--- src/rtl/key_seq_pkg.sv ---
// Shared types and helpers for the bus key sequencer.
package key_seq_pkg;

   typedef enum logic [1:0] {
      LOCKED   = 2'd0,
      UNLOCKED = 2'd1,
      LOCKOUT  = 2'd2
   } state_t;

   // One Galois LFSR step; callers zero-extend into 32 bits and truncate the result.
   function automatic logic [31:0] lfsr_step(input logic [31:0] val, input logic [31:0] taps);
      lfsr_step = (val >> 1) ^ (val[0] ? taps : 32'd0);
   endfunction

   // Symbol i of a packed key, symbol 0 in the least significant bits.
   function automatic logic [31:0] key_sym(input logic [63:0] key, input int i, input int sym_w);
      key_sym = 32'((key >> (i * sym_w)) & ((64'd1 << sym_w) - 64'd1));
   endfunction

endpackage

--- src/rtl/key_lfsr.sv ---
// Response LFSR: reloads the seed on reset or load, otherwise advances one step per step strobe.
module key_lfsr
   import key_seq_pkg::*;
#(
   parameter int                LFSR_W = 8,
   parameter logic [LFSR_W-1:0] TAPS   = 8'hB8,
   parameter logic [LFSR_W-1:0] SEED   = 8'h01
) (
   input  logic              clk,
   input  logic              rst,
   input  logic              load,
   input  logic              step,
   output logic [LFSR_W-1:0] value
);

   // Seed load has priority over stepping.
   always_ff @(posedge clk) begin
      if (rst || load) begin
         value <= SEED;
      end else if (step) begin
         value <= LFSR_W'(lfsr_step(32'(value), 32'(TAPS)));
      end
   end

endmodule

--- src/rtl/bus_key_sequencer.sv ---
// Bus key sequencer: matches read address symbols against a key, then serves LFSR
// response bits until relock; repeated mismatches force a timed lockout.
module bus_key_sequencer
   import key_seq_pkg::*;
#(
   parameter int                        SYM_W       = 4,
   parameter int                        KEY_LEN     = 4,
   parameter logic [KEY_LEN*SYM_W-1:0]  KEY         = 16'h5A39,
   parameter int                        DATA_W      = 2,
   parameter int                        LFSR_W      = 8,
   parameter logic [LFSR_W-1:0]         LFSR_TAPS   = 8'hB8,
   parameter logic [LFSR_W-1:0]         LFSR_SEED   = 8'h01,
   parameter int                        RESP_LEN    = 16,
   parameter logic [SYM_W-1:0]          RELOCK_SYM  = 4'hF,
   parameter int                        MAX_FAIL    = 3,
   parameter int                        LOCKOUT_CYC = 1024
) (
   input  logic                         clk,
   input  logic                         rst,
   input  logic                         acc_valid,
   input  logic                         acc_sel,
   input  logic                         acc_rw,
   input  logic [SYM_W-1:0]             acc_sym,
   output logic [DATA_W-1:0]            rd_data,
   output logic                         rd_valid,
   output logic                         unlocked,
   output logic                         lockout,
   output logic [$clog2(KEY_LEN+1)-1:0] key_idx
);

   localparam int KIW = $clog2(KEY_LEN + 1);
   localparam int FW  = $clog2(MAX_FAIL + 1);
   localparam int TW  = $clog2(LOCKOUT_CYC + 1);
   localparam int SW  = $clog2(RESP_LEN + 1);

   state_t            state;
   logic [FW-1:0]     fail_cnt;
   logic [TW-1:0]     timer;
   logic [SW-1:0]     served;
   logic              q;
   logic [SYM_W-1:0]  cur_sym;
   logic [SYM_W-1:0]  first_sym;
   logic              sym_match;
   logic              key_done;
   logic              do_load;
   logic              do_step;
   logic [LFSR_W-1:0] lfsr_val;
   logic              unused_lfsr;

   assign q         = acc_valid & acc_sel & acc_rw;
   assign cur_sym   = SYM_W'(key_sym(64'(KEY), int'(key_idx), SYM_W));
   assign first_sym = SYM_W'(key_sym(64'(KEY), 0, SYM_W));
   assign sym_match = (acc_sym == cur_sym);
   assign key_done  = (key_idx == KIW'(KEY_LEN - 1));
   assign do_load   = q && (state == LOCKED) && sym_match && key_done;
   assign do_step   = q && (state == UNLOCKED);
   assign unlocked  = (state == UNLOCKED);
   assign lockout   = (state == LOCKOUT);
   // Only the low DATA_W LFSR bits reach the bus; the rest is folded here to mark it intentionally unused.
   assign unused_lfsr = ^lfsr_val;

   key_lfsr #(
      .LFSR_W (LFSR_W),
      .TAPS   (LFSR_TAPS),
      .SEED   (LFSR_SEED)
   ) u_lfsr (
      .clk   (clk),
      .rst   (rst),
      .load  (do_load),
      .step  (do_step),
      .value (lfsr_val)
   );

   // Sequencer FSM, counters and registered read response.
   always_ff @(posedge clk) begin
      if (rst) begin
         state    <= LOCKED;
         key_idx  <= '0;
         fail_cnt <= '0;
         timer    <= '0;
         served   <= '0;
         rd_data  <= '0;
         rd_valid <= 1'b0;
      end else begin
         rd_valid <= q;
         case (state)
            LOCKED: begin
               if (q) begin
                  rd_data <= '1;
                  if (sym_match) begin
                     fail_cnt <= '0;
                     if (key_done) begin
                        state   <= UNLOCKED;
                        key_idx <= '0;
                        served  <= '0;
                     end else begin
                        key_idx <= key_idx + KIW'(1);
                     end
                  end else begin
                     // A wrong symbol that equals the first key symbol restarts the match at 1.
                     key_idx  <= (acc_sym == first_sym) ? KIW'(1) : '0;
                     fail_cnt <= fail_cnt + FW'(1);
                     if ((fail_cnt + FW'(1)) == FW'(MAX_FAIL)) begin
                        state   <= LOCKOUT;
                        timer   <= TW'(LOCKOUT_CYC - 1);
                        key_idx <= '0;
                     end
                  end
               end
            end
            UNLOCKED: begin
               if (q) begin
                  rd_data <= lfsr_val[DATA_W-1:0];
                  served  <= served + SW'(1);
                  if ((acc_sym == RELOCK_SYM) || ((served + SW'(1)) == SW'(RESP_LEN))) begin
                     state    <= LOCKED;
                     fail_cnt <= '0;
                  end
               end
            end
            LOCKOUT: begin
               if (q) begin
                  rd_data <= '1;
               end
               if (timer == '0) begin
                  state    <= LOCKED;
                  fail_cnt <= '0;
               end else begin
                  timer <= timer - TW'(1);
               end
            end
            default: state <= LOCKED;
         endcase
      end
   end

endmodule

--- config.mk ---
export PLATFORM = sky130hd
export DESIGN_NAME = bus_key_sequencer
export DESIGN_NICKNAME = d
export VERILOG_FILES = /design/src/rtl/key_seq_pkg.sv /design/src/rtl/key_lfsr.sv /design/src/rtl/bus_key_sequencer.sv
export SDC_FILE = /design/constraint.sdc
export NUM_CORES = 1
export LEC_CHECK = 0
export CAP_MARGIN = 20
export CORE_UTILIZATION = 35
export DETAILED_ROUTE_END_ITERATION = 10
export PLACE_DENSITY = 0.65
export SLEW_MARGIN = 20
export SYNTH_ARGS = -nofsm -noshare
export SYNTH_HDL_FRONTEND = slang
export SYNTH_SLANG_ARGS = --single-unit
export TNS_END_PERCENT = 5
--- constraint.sdc ---
create_clock -name clk -period 2.5 [get_ports clk]
set_input_delay 0.375 -clock clk [delete_from_list [all_inputs] [get_ports clk]]
set_output_delay 0.375 -clock clk [all_outputs]
set_load 0.01 [all_outputs]
==> out/metrics.csv <==
stage,metric,value,unit
status,status,finished clean,
critical_path,Critical Path AT,2.53,ns
routing,initial drt markers,74,
synthesis,Mapped Area,2110,um^2
global_routing,gr usage total,0.158,
sta,Max Freq,434,MHz
global_routing,vias in the first global route,1785,
placement,I/O Buffers,16,
sta,clk_skew,0.00799,ns
critical_path,cell family with most CP delay,simple AND/OR/NAND/NOR gates,
clock_network,Worst-path clk slew,0.08,ns
synthesis,YS warnings,0,
cells_and_area,"commonest non-fill, non-tap cells in the layout","dfxtp_1 (34), nand2_1 (28), nor2_1 (20)",
global_routing,initial antenna violation count,0,
synthesis,post-synth cell types,58,
clock_network,TritonCTS clock tree,yes,
critical_path,R2R Setup Slk,0.19,ns
clock_network,CTS resizes,0,
job,number of max-cap violations,0,
floorplan,standard-cell rows,27,
cells_and_area,final instance area,2580,um^2
sta,slew of the pin with the lowest slew margin,0.591,ns
routing,antenna-violating nets left,0,
placement,DP HPWL,3.41,mm
cells_and_area,Layout Area Growth over Synthesis,22.3,%
cells_and_area,share of layout cells above drive strength 1,0.152,
cells_and_area,"most common cell after layout, fill and taps aside",dfxtp_1,
synthesis,Cells after Synth,248,
critical_path,crit path capture type,flip-flop,
sta,crit path time final,2.31,ns
pwr,Total Power,1.27,mW
global_routing,largest net degree at the start of global routing,19,
sta,final setup vio count,0,
global_routing,first-pass GRT wire length,7.91,mm
critical_path,crit path max fanout,7,
routing,drc violations,0,
pwr,leakage,0.926,nW
sta,Slew HR,0.605,
critical_path,worst path cell trace,"inv_1, ha_1, nand2b_1, nand3_4, o41ai_4, buf_4, o21ai_2, or4b_1, a31oi_1",
critical_path,"Req. time, crit path",2.72,ns
worst_hold_path,Hold Crit Class,reg -> reg,
routing,vias post-DR,1893,
floorplan,IO Count,17,
clock_network,clock root buffer,clkbuf_8,
placement,Cells after DPL,346,
floorplan,die width,79.6,um
synthesis,"EDFF count, synth",0,
routing,drt pass-1 iters,4,
synthesis,dominant synthesized flop cell,dfxtp_1,
placement,routability cong.,0.859,
routing,Routed WL per cell,12.6,um
synthesis,syn_nets,269,
synthesis,Async SR Flop Fraction,0,
floorplan,chip height,79.6,um
sta,Hold WS,0.459,ns
floorplan,core area,5640,um^2
pwr,Power Density,493,nW/um^2
cells_and_area,Final #Nets,302,
clock_network,Hold Buf Count CTS,0,
clock_network,H-tree depth,2,
routing,drt via density,5.35,
sta,final period utilization,0.923,
floorplan,DIE AREA,6330,um^2
clock_network,CTS sink cnt,34,
cells_and_area,ant diodes,0,
clock_network,CTS Buf Count,5,
critical_path,crit path kind,reg -> reg,
critical_path,critical path's largest stage delay,0.46,ns
critical_path,Crit-path slowest cell,or4b_1,
sta,Final TNS setup,0,ns
synthesis,mean area per synthesized cell,8.50,um^2
floorplan,Initial Util,0.373,
clock_network,Skew-Pair Late Insertion Delay,0.29,ns
clock_network,"Setup Fix Bufs, Post-CTS",0,
placement,Area after DPL,2460,um^2
clock_network,clock buffer depth,2,
synthesis,register area share after synthesis,0.323,
sta,Slew Limit Fails,0,
global_routing,grt ovf,0,
critical_path,CP Launch Type,flip-flop,
synthesis,Yosys reg bits,34,
sta,Final Hold Fails,0,
pwr,"IR drop worst, VDD",0.000213,V
cells_and_area,Non-Filler Instances,354,
critical_path,Worst Path Buf+Inv,2,
sta,RSZ-0062 raised after global routing,false,
routing,Total Wirelength,4.47,mm
-- sequential cells by signal, indices dropped and copies added, names as in the netlist --
| register | count |
|---|---|
| u_lfsr.value | 8 |
| rd_data | 2 |
| key_idx | 3 |
| rd_valid | 1 |
| fail_cnt | 2 |
| timer | 11 |
| state | 2 |
| served | 5 |
-- final timing paths --
kind / start / end / cells after the start
setup / recovery: key_idx[1] / timer[10] / 9
hold / removal: u_lfsr.value[3] / u_lfsr.value[2] / 2
setup reg to reg: key_idx[1] / timer[10] / 9
hold reg to reg: u_lfsr.value[3] / u_lfsr.value[2] / 2
-- per-stage QoR --
stage | util | setup slack (ns)
final | 0.457 | 0.193
after floorplan | - | 0.254
after detailed placement | 0.437 | 0.00379
after CTS | 0.457 | 0.181
after global routing | 0.457 | 0.00470
after global placement | 0.437 | 0.0789
-- worst min-delay path: stages, from the launching register on --
cell and delay [ns]:
dfxtp_1 0.32, nand2_1 0.05, a21oi_1 0.05
-- routing by layer --
layer  up-vias  routed length, um  track usage
met2        22               2040        0.262
li1        978                  -            -
met4         0                 70       0.0709
met1       888               2240        0.198
met3         5                116       0.0286
met5         -                  0            0
-- final cells by class --
type	count	area [um^2]
Fill cell	532	3060
Multi-Input combinational cell	191	1340
Sequential cell	34	681
Timing Repair Buffer	35	303
Tap cell	72	90.1
Clock buffer	5	68.8
Inverter	14	52.6
Clock inverter	3	45.0
-- Yosys cell counts, types with 4 or more instances --
cell type / number / area, um^2
dfxtp_1: 34 / 681
nand2_1: 28 / 105
nor2_1: 20 / 75.1
inv_1: 14 / 52.6
a21oi_1: 13 / 65.1
ha_1: 12 / 150
o21ai_0: 9 / 45.0
or4_1: 7 / 52.6
a211oi_1: 6 / 45.0
nand2b_1: 6 / 37.5
nand3_1: 6 / 30.0
o21ai_1: 6 / 30.0
and2_1: 5 / 31.3
clkbuf_1: 5 / 18.8
a31oi_1: 4 / 25.0
nor3_1: 4 / 20.0
nor4_1: 4 / 25.0
o31ai_1: 4 / 30.0
or3_1: 4 / 25.0
-- where the power goes --
part / switching [mW] / internal (mW) / total [mW]
logic: 0.104 / 0.0911 / 0.195
registers: 0.00991 / 0.552 / 0.562
clock network: 0.218 / 0.297 / 0.515
-- cells by family (layout without fill, tap and decap cells) --
family / count (synthesis) / in the layout / share of synthesized area
and+or+nand+nor: 111 / 111 / 0.314
AOI/OAI and AO/OA: 63 / 63 / 0.225
DFF: 34 / 34 / 0.323
buffers and inverters: 23 / 57 / 0.0422
adders and majority gates: 12 / 12 / 0.0713
xor gates and xnor gates: 3 / 3 / 0.0125
muxes: 2 / 2 / 0.0119
Note: power is estimated with default switching activity, not from simulation.
